**src/rtl/fxp_mac_sat.sv**
```systemverilog
// fxp_mac_sat: two-stage signed fixed-point multiply / multiply-accumulate
// with round-half-up and saturation to W bits.
//
// Ports
//   clk        rising-edge clock
//   rst        synchronous active-high reset
//   in_valid   beat qualifier for x1, x2, mode, in_last
//   x1, x2     signed W-bit operands (FRAC fractional bits)
//   mode       0 = single multiply, 1 = accumulate into the running group
//   in_last    closes an accumulate group (ignored when mode = 0)
//   out_valid  one-cycle pulse marking a new result
//   dout       signed W-bit result, held between pulses
//   ovf        saturation happened somewhere in this result
//   cnt        number of beats folded into this result
module fxp_mac_sat #(
  parameter int W     = 8,
  parameter int FRAC  = 4,
  parameter int CNT_W = 8
) (
  input  logic             clk,
  input  logic             rst,
  input  logic             in_valid,
  input  logic [W-1:0]     x1,
  input  logic [W-1:0]     x2,
  input  logic             mode,
  input  logic             in_last,
  output logic             out_valid,
  output logic [W-1:0]     dout,
  output logic             ovf,
  output logic [CNT_W-1:0] cnt
);

  localparam logic signed [2*W:0] HALF  = (2*W+1)'(1) << (FRAC-1);
  localparam logic signed [2*W:0] MAX_V = {{(W+2){1'b0}}, {(W-1){1'b1}}};
  localparam logic signed [2*W:0] MIN_V = {{(W+2){1'b1}}, {(W-1){1'b0}}};

  // Round to nearest, ties toward +inf; one guard bit keeps the add exact.
  function automatic logic signed [2*W:0] round_prod(input logic signed [2*W-1:0] p);
    logic signed [2*W:0] ext;
    ext = {p[2*W-1], p} + HALF;
    return ext >>> FRAC;
  endfunction

  // Returns {sat_flag, clamped W-bit value}.
  function automatic logic [W:0] sat_w(input logic signed [2*W:0] v);
    if (v > MAX_V)      return {1'b1, MAX_V[W-1:0]};
    else if (v < MIN_V) return {1'b1, MIN_V[W-1:0]};
    else                return {1'b0, v[W-1:0]};
  endfunction

  // ---- stage 1: full-precision product ----
  logic                  vld_p1;
  logic                  mode_p1;
  logic                  last_p1;
  logic signed [2*W-1:0] prod_p1;

  always_ff @(posedge clk) begin
    if (rst) vld_p1 <= 1'b0;
    else     vld_p1 <= in_valid;
  end

  always_ff @(posedge clk) begin
    if (in_valid) begin
      prod_p1 <= $signed(x1) * $signed(x2);
      mode_p1 <= mode;
      last_p1 <= in_last;
    end
  end

  // ---- stage 2: round, saturate, accumulate, register result ----
  logic signed [2*W:0]   rnd_p1;
  logic signed [W-1:0]   prod_sat;
  logic                  sat_prod;
  logic signed [2*W:0]   sum_ext;
  logic signed [W-1:0]   sum_sat;
  logic                  sat_sum;
  logic [CNT_W-1:0]      cnt_inc;

  logic signed [W-1:0]   acc_q, acc_d;
  logic [CNT_W-1:0]      grp_cnt_q, grp_cnt_d;
  logic                  ovf_acc_q, ovf_acc_d;
  logic                  vld_p2, vld_d;
  logic signed [W-1:0]   dout_p2, dout_d;
  logic                  ovf_p2, ovf_d;
  logic [CNT_W-1:0]      cnt_p2, cnt_d;

  assign rnd_p1                = round_prod(prod_p1);
  assign {sat_prod, prod_sat}  = sat_w(rnd_p1);
  assign sum_ext               = {{(W+1){acc_q[W-1]}}, acc_q}
                               + {{(W+1){prod_sat[W-1]}}, prod_sat};
  assign {sat_sum, sum_sat}    = sat_w(sum_ext);
  assign cnt_inc               = (grp_cnt_q == {CNT_W{1'b1}}) ? grp_cnt_q
                                                               : grp_cnt_q + CNT_W'(1);

  always_comb begin
    acc_d     = acc_q;
    grp_cnt_d = grp_cnt_q;
    ovf_acc_d = ovf_acc_q;
    vld_d     = 1'b0;
    dout_d    = dout_p2;
    ovf_d     = ovf_p2;
    cnt_d     = cnt_p2;
    if (vld_p1) begin
      if (!mode_p1) begin
        // Single multiply leaves any open group untouched.
        vld_d  = 1'b1;
        dout_d = prod_sat;
        ovf_d  = sat_prod;
        cnt_d  = CNT_W'(1);
      end else if (last_p1) begin
        vld_d     = 1'b1;
        dout_d    = sum_sat;
        ovf_d     = ovf_acc_q | sat_prod | sat_sum;
        cnt_d     = cnt_inc;
        acc_d     = '0;
        grp_cnt_d = '0;
        ovf_acc_d = 1'b0;
      end else begin
        acc_d     = sum_sat;
        grp_cnt_d = cnt_inc;
        ovf_acc_d = ovf_acc_q | sat_prod | sat_sum;
      end
    end
  end

  always_ff @(posedge clk) begin
    if (rst) begin
      acc_q     <= '0;
      grp_cnt_q <= '0;
      ovf_acc_q <= 1'b0;
      vld_p2    <= 1'b0;
      dout_p2   <= '0;
      ovf_p2    <= 1'b0;
      cnt_p2    <= '0;
    end else begin
      acc_q     <= acc_d;
      grp_cnt_q <= grp_cnt_d;
      ovf_acc_q <= ovf_acc_d;
      vld_p2    <= vld_d;
      dout_p2   <= dout_d;
      ovf_p2    <= ovf_d;
      cnt_p2    <= cnt_d;
    end
  end

  assign out_valid = vld_p2;
  assign dout      = dout_p2;
  assign ovf       = ovf_p2;
  assign cnt       = cnt_p2;

endmodule

```
**config.mk**
```make
export PLATFORM = sky130hd
export DESIGN_NAME = fxp_mac_sat
export DESIGN_NICKNAME = d
export VERILOG_FILES = /design/src/rtl/fxp_mac_sat.sv
export SDC_FILE = /design/constraint.sdc
export NUM_CORES = 1
export LEC_CHECK = 0
export ABC_AREA = 1
export CORE_MARGIN = 10
export CORE_UTILIZATION = 35
export CTS_BUF_LIST = sky130_fd_sc_hd__clkbuf_4
export CTS_CLUSTER_DIAMETER = 80
export DETAILED_ROUTE_END_ITERATION = 8
export PLACE_DENSITY_LB_ADDON = 0.12
export SYNTH_ARGS = -nofsm -noshare
export SYNTH_HDL_FRONTEND = slang
export SYNTH_SLANG_ARGS = --single-unit
```
**constraint.sdc**
```tcl
create_clock -name clk -period 14.9 [get_ports clk]
set_input_delay 2.98 -clock clk [delete_from_list [all_inputs] [get_ports clk]]
set_output_delay 2.98 -clock clk [all_outputs]
set_load 0.1 [all_outputs]
```
==> results of run 1 <==
cells by family after synthesis:
family,Yosys count,share of synthesized area [%]
AND/OR/NAND/NOR,300,24.15
buffers and inverters,164,11.61
adder cells (fa/ha/maj),94,30.12
AO/OA/AOI/OAI,65,6.728
flip-flops,51,22.10
XOR/XNOR,32,5.288
registers in the layout, summed over array words and instances, names as in the netlist:
signal and flops:
out_valid 1, dout 8, grp_cnt_q 8, ovf_acc_q 1, vld_p1 1, last_p1 1, prod_p1 13, cnt 8
ovf 1, mode_p1 1, acc_q 8
metal layers:
layer | part of all wire [%] | wire (µm) | global-route usage (%)
met5 | 0 | 0 | 0
met4 | 1.3 | 151 | 3.257
met3 | 2.3 | 267 | 1.758
met2 | 49 | 5645 | 20.63
met1 | 48 | 5502 | 15.54
cell type report:
type	count	area (µm²)	area share, %
multi-input combinational	491	3513	59.00
sequential	51	1171	19.67
inverter	145	544.3	9.141
timing repair buffer	39	387.9	6.514
tap	184	230.2	3.866
clock inverter	2	60.06	1.009
clock buffer	6	45.04	0.7565
antenna	1	2.502	0.04203
where the power goes:
group	switching [mW]	total, mW	internal (mW)	leakage [nW]
clock network	0.0470	0.101	0.0542	0.0559
logic	0.393	0.624	0.230	2.51
registers	0.0205	0.212	0.191	0.439
total	0.461	0.937	0.476	3.01
cell usage in the layout, fill, tap and decap left out, drive strengths merged:
cell type      count
a21boi             5
a21o               2
a21oi             43
a31oi              5
and2               1
buf                1
bufinv             2
clkbuf             6
clkdlybuf4s50     38
clkinv             1
dfxtp             36
diode              1
edfxtp            15
fa                56
ha                38
inv              144
nand2            223
nand3             27
nand4              3
nor2              34
nor3               6
nor4               1
o21ai              7
o21bai             1
o221ai             1
o22ai              1
or2                5
xnor2             12
xor2              20
worst paths after layout:
path                                     to  slack (ps)  cells past startpoint
worst min register to register    ovf_acc_q         480                      2
worst max register to register    ovf_acc_q       11280                     24
worst min-delay path              ovf_acc_q         480                      2
worst max-delay path            prod_p1[13]        7630                     15
worst min-delay path, delay by kind of cell (launching register included):
family | cells | cell delay (ps)
flip-flops | 1 | 340
AND/OR/NAND/NOR | 1 | 60
AO/OA/AOI/OAI | 1 | 50
metrics by stage:
step	instance area, µm²	worst slack (ps)
global placement	5847	7339
floorplan	5300	8085
detailed placement	5847	7177
finish	5954	7631
CTS	5952	7632
global route	5952	7367
==> flow_summary_export.csv, run 1 <==
group,metric,value,unit
status,status,"finished, final reports clean",
final_layout,stdcell_count,919,
drt,detail-route-antenna-nets,0,
clocking,clkSinkCount,51,
power_and_ir_drop,power.density,157.3,nW/µm²
clocking,cts_hold_buf,0,
placed_design,io_buffers,38,
clocking,clkTransAtPathRegs,150,ps
yosys,async_flop_share,0,%
critical_path,critPathBufInv,4,
final_layout,final_net_count,848,
power_and_ir_drop,ir_drop,0.07101,mV
critical_path,crit_type,"in2reg",
yosys,ys_top_cells_by_area,"fa_1 21%, nand2_1 15%, dfxtp_1 14%",
critical_path,r2r_start,"prod_p1[3]",
floorplan,fp.dieH,143.1,µm
yosys,yosysUniqueCellTypes,32,
min_path,hold_path_class,"reg2reg",
final_layout,drive_gt1_share,4.768,%
critical_path,crit_path_frequent_cell,"fa_1",
timing,max_freq,0.1376,GHz
floorplan,start_util,36.06,%
yosys,yosysSeqAreaShare,22.10,%
timing,holdWs,478.6,ps
power_and_ir_drop,p_total,0.9366,mW
yosys,ys.flop_type,"dfxtp_1",
yosys,synth_commonest_cells,"210 x nand2_1, 144 x inv_1, 56 x fa_1, 43 x a21oi_1, 38 x ha_1",
critical_path,critPathCaptureType,"flop",
yosys,synth.avg_cell_area,7.507,µm²
critical_path,setup.worst_path.start,"x2[7]",
timing,fin_skew,13.42,ps
critical_path,crit_chain,"clkdlybuf4s50_1, inv_1, or2_2, fa_1, inv_1, fa_1, fa_1, fa_1, ha_1, a21oi_1, inv_1, a31oi_1, o21ai_0, a31oi_1, xor2_1",
timing,hold_violations,0,
power_and_ir_drop,p_leak,3.009,nW
timing,rsz0062_at_grt,"no",
yosys,synth_nets,821,
critical_path,worstSetupStartpointType,"primary input",
floorplan,fp.dieW,143.1,µm
critical_path,crit_family,"adder cells",
global_route,grt_usage,12.08,%
floorplan,dieArea,20460,µm²
floorplan,rows,44,
critical_path,path_max_fanout,7,
global_route,antenna_found_initial,0,
yosys,yosysMostFrequentCell,"nand2_1",
yosys,syn_inst,706,
drt,drtPass1Iterations,5,
clocking,clockBufferDepth,2,
floorplan,pin_count,39,
timing,setup_viol,0,
timing,fin_setup_tns,0,ps
timing,period_share,48.79,%
global_route,grt_pass1_wl,20440,µm
clocking,cts_tree,"built",
final_layout,area_delta_synth_final,12.35,%
placed_design,hpwlAfterDp,9663,µm
job,drv_cap,0,
critical_path,required,15050,ps
placed_design,gp_congestion,0.8648,
final_layout,finish.utilization,40.51,%
yosys,synth-seq-cells,51,
critical_path,slowest_delay,550,ps
drt,wl,11570,µm
drt,wire_per_inst,12.59,µm
yosys,yosysWarnings,0,
clocking,cts_setup_buffers,0,
clocking,cts_resized,0,
clocking,insertion_delay,400,ps
drt,via_per_inst,4.637,
critical_path,slowest_stage,"fa_1",
timing,fin_crit,7269,ps
global_route,overflow,0,
timing,slew-limit-headroom,21.50,%
drt,vias,4261,
final_layout,nFillCells,1510,
drt,drc,0,
placed_design,dp.cells,910,
timing,worst_pin_slew,1173,ps
floorplan,core_area,14700,µm²
drt,drtIter0Drc,216,
yosys,synth_top_area_cell,"fa_1",
yosys,synth-edff-count,15,
clocking,cts_made_buffers,5,
critical_path,critPathArrivalTime,7420,ps
clocking,htreeDepth,2,
global_route,grt_max_degree,35,
clocking,clock-root-buffer,"clkbuf_4",
timing,drv_slew,0,
yosys,synth_top_area_share,21.15,%
global_route,grt_pass1_vias,4408,
yosys,netlist_area,5300,µm²
min_path,hp-start,"ovf_acc_q",
Note: power is estimated with default switching activity, not from simulation.
==> run 2: changes to the inputs <==
Clock period 14.9 ns to 6.95 ns, I/O delays scaled along.
==> flow_summary_export.csv, run 2 (same netlist as run 1, synthesis figures left out) <==
group,metric,value,unit
critical_path,r2r_cells,24,
global_route,overflow,0,
drt,detail-route-antenna-nets,0,
floorplan,pin_count,39,
final_layout,area_delta_synth_final,11.80,%
status,status,"finished, final reports clean",
timing,period_share,81.47,%
timing,setup_viol,0,
timing,slew-limit-headroom,22.54,%
global_route,grt_pass1_vias,4379,
drt,wl,11740,µm
timing,fin_setup_tns,0,ps
critical_path,required,7110,ps
drt,drtPass1Iterations,4,
timing,holdWs,474.7,ps
clocking,cts_tree,"built",
clocking,cts_resized,0,
final_layout,layout_commonest_cell,"nand2_1",
timing,max_freq,0.1766,GHz
global_route,grt_usage,12.04,%
clocking,clock-root-buffer,"clkbuf_4",
final_layout,finish.utilization,40.31,%
floorplan,core_area,14700,µm²
floorplan,fp.dieH,143.1,µm
global_route,grt_pass1_wl,20330,µm
final_layout,most-common-layout-cells,"210 x nand2_1, 144 x inv_1, 56 x fa_1",
floorplan,fp.dieW,143.1,µm
min_path,hold_path_class,"reg2reg",
placed_design,hpwlAfterDp,9721,µm
critical_path,crit_family,"adder cells",
timing,fin_skew,21.41,ps
critical_path,path_max_fanout,7,
critical_path,r2r_setup_slack,3330,ps
job,drv_cap,0,
clocking,clkSinkCount,51,
floorplan,rows,44,
critical_path,crit_chain,"clkdlybuf4s50_1, inv_1, or2_2, fa_1, inv_1, fa_1, fa_1, fa_1, ha_1, a21oi_1, inv_1, a31oi_1, o21ai_0, a31oi_1, xor2_1",
floorplan,dieArea,20460,µm²
drt,via_per_inst,4.615,
critical_path,cp.depth,15,
critical_path,r2r_start,"prod_p1[3]",
drt,route.met3.wl,352,µm
placed_design,io_buffers,38,
final_layout,max_flop_register,"prod_p1",
global_route,antenna_found_initial,0,
critical_path,reg2reg_to,"ovf_acc_q",
power_and_ir_drop,power.density,332.0,nW/µm²
clocking,clockBufferDepth,2,
min_path,hp-start,"ovf_acc_q",
drt,drtIter0Drc,269,
drt,vias,4241,
global_route,grt_max_degree,35,
clocking,cts_hold_buf,0,
power_and_ir_drop,p_leak,2.999,nW
drt,wl_met1,5478,µm
final_layout,final_net_count,848,
clocking,clkTransAtPathRegs,140,ps
critical_path,critPathCaptureType,"flop",
clocking,insertion_delay,410,ps
clocking,cts_made_buffers,5,
final_layout,largest_register_ffs,13,
clocking,htreeDepth,2,
timing,drv_slew,0,
drt,wire_per_inst,12.77,µm
drt,routed.top_layer,"met4",
critical_path,crit_type,"in2reg",
critical_path,setup.worst_path.start,"x2[7]",
critical_path,endpoint,"prod_p1[13]",
floorplan,start_util,36.06,%
drt,drc,0,
timing,rsz0062_at_grt,"no",
timing,fin_crit,5662,ps
critical_path,critPathArrivalTime,5820,ps
placed_design,gp_congestion,0.8646,
critical_path,slowest_delay,550,ps
critical_path,critPathBufInv,4,
critical_path,crit_path_frequent_cell,"fa_1",
clocking,cts_setup_buffers,0,
power_and_ir_drop,ir_drop,0.1393,mV
critical_path,slowest_stage,"fa_1",
final_layout,drive_gt1_share,4.768,%
timing,worst_pin_slew,1156,ps
critical_path,worstSetupStartpointType,"primary input",
timing,hold_violations,0,
drt,wl_met2,5728,µm
## run 2: cell types whose count changed in the layout (fill, tap and decap cells not counted)
| cell | before | now |
|---|---|---|
| bufinv_16 | 2 | 1 |
| clkbuf_4 | 6 | 5 |
| clkinv_2 | 0 | 1 |
| inv_2 | 0 | 1 |
## run 2: final cells by class
type	count	area, µm²
fillers	1517	8773
multi-input cells	491	3513
flip-flops and latches	51	1171
inverters	145	544.3
repair buffers	39	387.9
well taps	184	230.2
clock inverters	3	38.79
clock buffers	5	37.54
diodes	1	2.502
## run 2: per-stage QoR
stage               setup WS, ps  instance area (µm²)  power (mW)  instances
global route                1025                 5923       2.213        918
floorplan                   1725                 5300       1.518        706
CTS                         1301                 5923       1.999        918
finish                      1288                 5926       1.968        919
global placement           978.9                 5847       1.799        910
detailed placement         857.9                 5847       1.813        910
## run 2: worst min-delay path, stage by stage (launching register included)
cell     delay, ps
dfxtp_1        340
nand2_1         60
a21oi_1         50
## run 2: power breakdown
part	total [mW]	leakage (nW)	switching, mW	internal [mW]
clock network	0.177	0.0453	0.102	0.0744
logic	1.34	2.51	0.843	0.493
registers	0.454	0.439	0.0448	0.409
## run 2: worst min path at each step
stage / end / slack (ps) / depth (start not counted)
final: ovf_acc_q / 470 / 2
after global routing: ovf_acc_q / 500 / 2
after CTS: ovf_acc_q / 480 / 2
after detailed placement: ovf_acc_q / 460 / 2
after global placement: ovf_acc_q / 450 / 2
after floorplan: ovf_acc_q / 450 / 2
## run 2: metal layers
metal,vias to the layer above,global-route usage [%]
li1,2187,-
met1,1984,15.13
met2,58,20.73
met3,12,1.791
met4,0,3.746
met5,-,0
==> RTL change, RTL diff (flow settings as in run 2) <==
Register the inputs `in_valid`, `x1`, `x2`, `mode` and `in_last` before use. The logic sees them one clock later.
--- a/src/rtl/fxp_mac_sat.sv
+++ b/src/rtl/fxp_mac_sat.sv
@@ -36,2 +36,16 @@
 
+  logic in_valid_q;
+  logic [W-1:0] x1_q;
+  logic [W-1:0] x2_q;
+  logic mode_q;
+  logic in_last_q;
+
+  always_ff @(posedge clk) begin
+    in_valid_q <= in_valid;
+    x1_q       <= x1;
+    x2_q       <= x2;
+    mode_q     <= mode;
+    in_last_q  <= in_last;
+  end
+
   // Round to nearest, ties toward +inf; one guard bit keeps the add exact.
@@ -58,3 +72,3 @@
     if (rst) vld_p1 <= 1'b0;
-    else     vld_p1 <= in_valid;
+    else     vld_p1 <= in_valid_q;
   end
@@ -62,6 +76,6 @@
   always_ff @(posedge clk) begin
-    if (in_valid) begin
-      prod_p1 <= $signed(x1) * $signed(x2);
-      mode_p1 <= mode;
-      last_p1 <= in_last;
+    if (in_valid_q) begin
+      prod_p1 <= $signed(x1_q) * $signed(x2_q);
+      mode_p1 <= mode_q;
+      last_p1 <= in_last_q;
     end
Behaviour: not the same (Yosys sat finds a counterexample within 4 cycles, from zero or initial values and one cycle with rst high).
==> RTL change against run 2 <==
- total power is 13% higher
- worst setup slack better by 1300 ps
- area after synthesis is 8.9% higher
- synthesized cell count is 5.4% higher
- sequential cell count is 19 higher
- critical path type is now reg2reg
- clock skew is 17 ps higher
- critical endpoint unchanged
- final area is 9.6% higher
- routed wire length is 6.4% higher
- cell count is 8.2% higher
==> RTL change: results (changes against run 2) <==
worst-skew pair later-pin latency 470 ps (+60 ps); GP Congestion 0.8441 (-2.4%); Vias 4453 (+5.0%); drt total wl 12490 µm (+6.4%); nets 888 (+4.7%); clkbuf count 9 (+4); area of the multi-input gates 3573 µm² (+1.7%); Routed met2 length 6411 µm (+12%); Leak 3.244 nW (+8.2%); top cells by count, synth nand2_1, inv_1, fa_1, dfxtp_1, a21oi_1; critical path arrival 4590 ps (-1230 ps); gr usage total 0.1157 (-0.004625); Yosys reg bits 70 (+37%); GRT met1 Usage 0.1245 (-0.02677); Peak supply drop 0.1455 mV (+4.5%); DR WL/cell 12.56 µm (-1.7%); Mapped Cells 744 (+5.4%); Post-Place Cells 978 (+7.5%); status completed; CTS H-tree lvls 3 (+1); min Tclk post-route 4379 ps (-1283 ps); sequential cell area 1551 µm² (+32%); Clk network pwr share 0.132 (+0.042); ClkCell Share 0.02274 (+0.009856); Internal 0.001144 W (+17%); largest net degree at the start of global routing 36 (+2.9%); layout cells sized above 1 0.06298 (+0.01530); ANT cells 0 (-1); Placement Rows 46 (+4.5%); reg2reg setup slack 2570 ps (-760 ps); syn_nets 859 (+4.6%); router iterations before antenna repair 5 (+1); minimum hold slack 423.9 ps (-50.85 ps); Multi-In Gates 503 (+2.4%); global-route wire length before repair 20790 µm (+2.3%); clock slew at reported path FFs 120 ps (-20 ps); Setup Skew 38.19 ps (+16.78 ps); metal3 WL 463 µm (+32%); non-clock inverter count 150 (+3.4%)
==> RTL change: cell types whose count changed in the layout (fill, tap and decap cells not counted), sizes merged, moves of 4 or more <==
cell / run 2 / this run
dfxtp: 36 / 55
inv: 145 / 152
nand2: 223 / 230
a21oi: 43 / 47
a31oi: 5 / 1
clkbuf: 5 / 9
nand4: 3 / 7
==> RTL change: final timing paths <==
check,cells past startpoint,endpoint
setup / recovery,14,prod_p1[13]
hold / removal,0,last_p1
setup reg to reg,14,prod_p1[13]
hold reg to reg,0,last_p1
==> RTL change: logic make-up (layout without fill, tap and decap cells) <==
| logic type | after synthesis | count (layout) | share of synthesized area |
|---|---|---|---|
| multiplexers | 1 | 1 | 0.001950 |
| AND/OR/NAND/NOR | 310 | 310 | 0.2264 |
| XOR/XNOR | 32 | 32 | 0.04854 |
| adder cells (fa/ha/maj) | 94 | 94 | 0.2765 |
| buffers and inverters | 171 | 205 | 0.1125 |
| AO/OA/AOI/OAI | 66 | 66 | 0.06544 |
| flip-flops | 70 | 70 | 0.2687 |
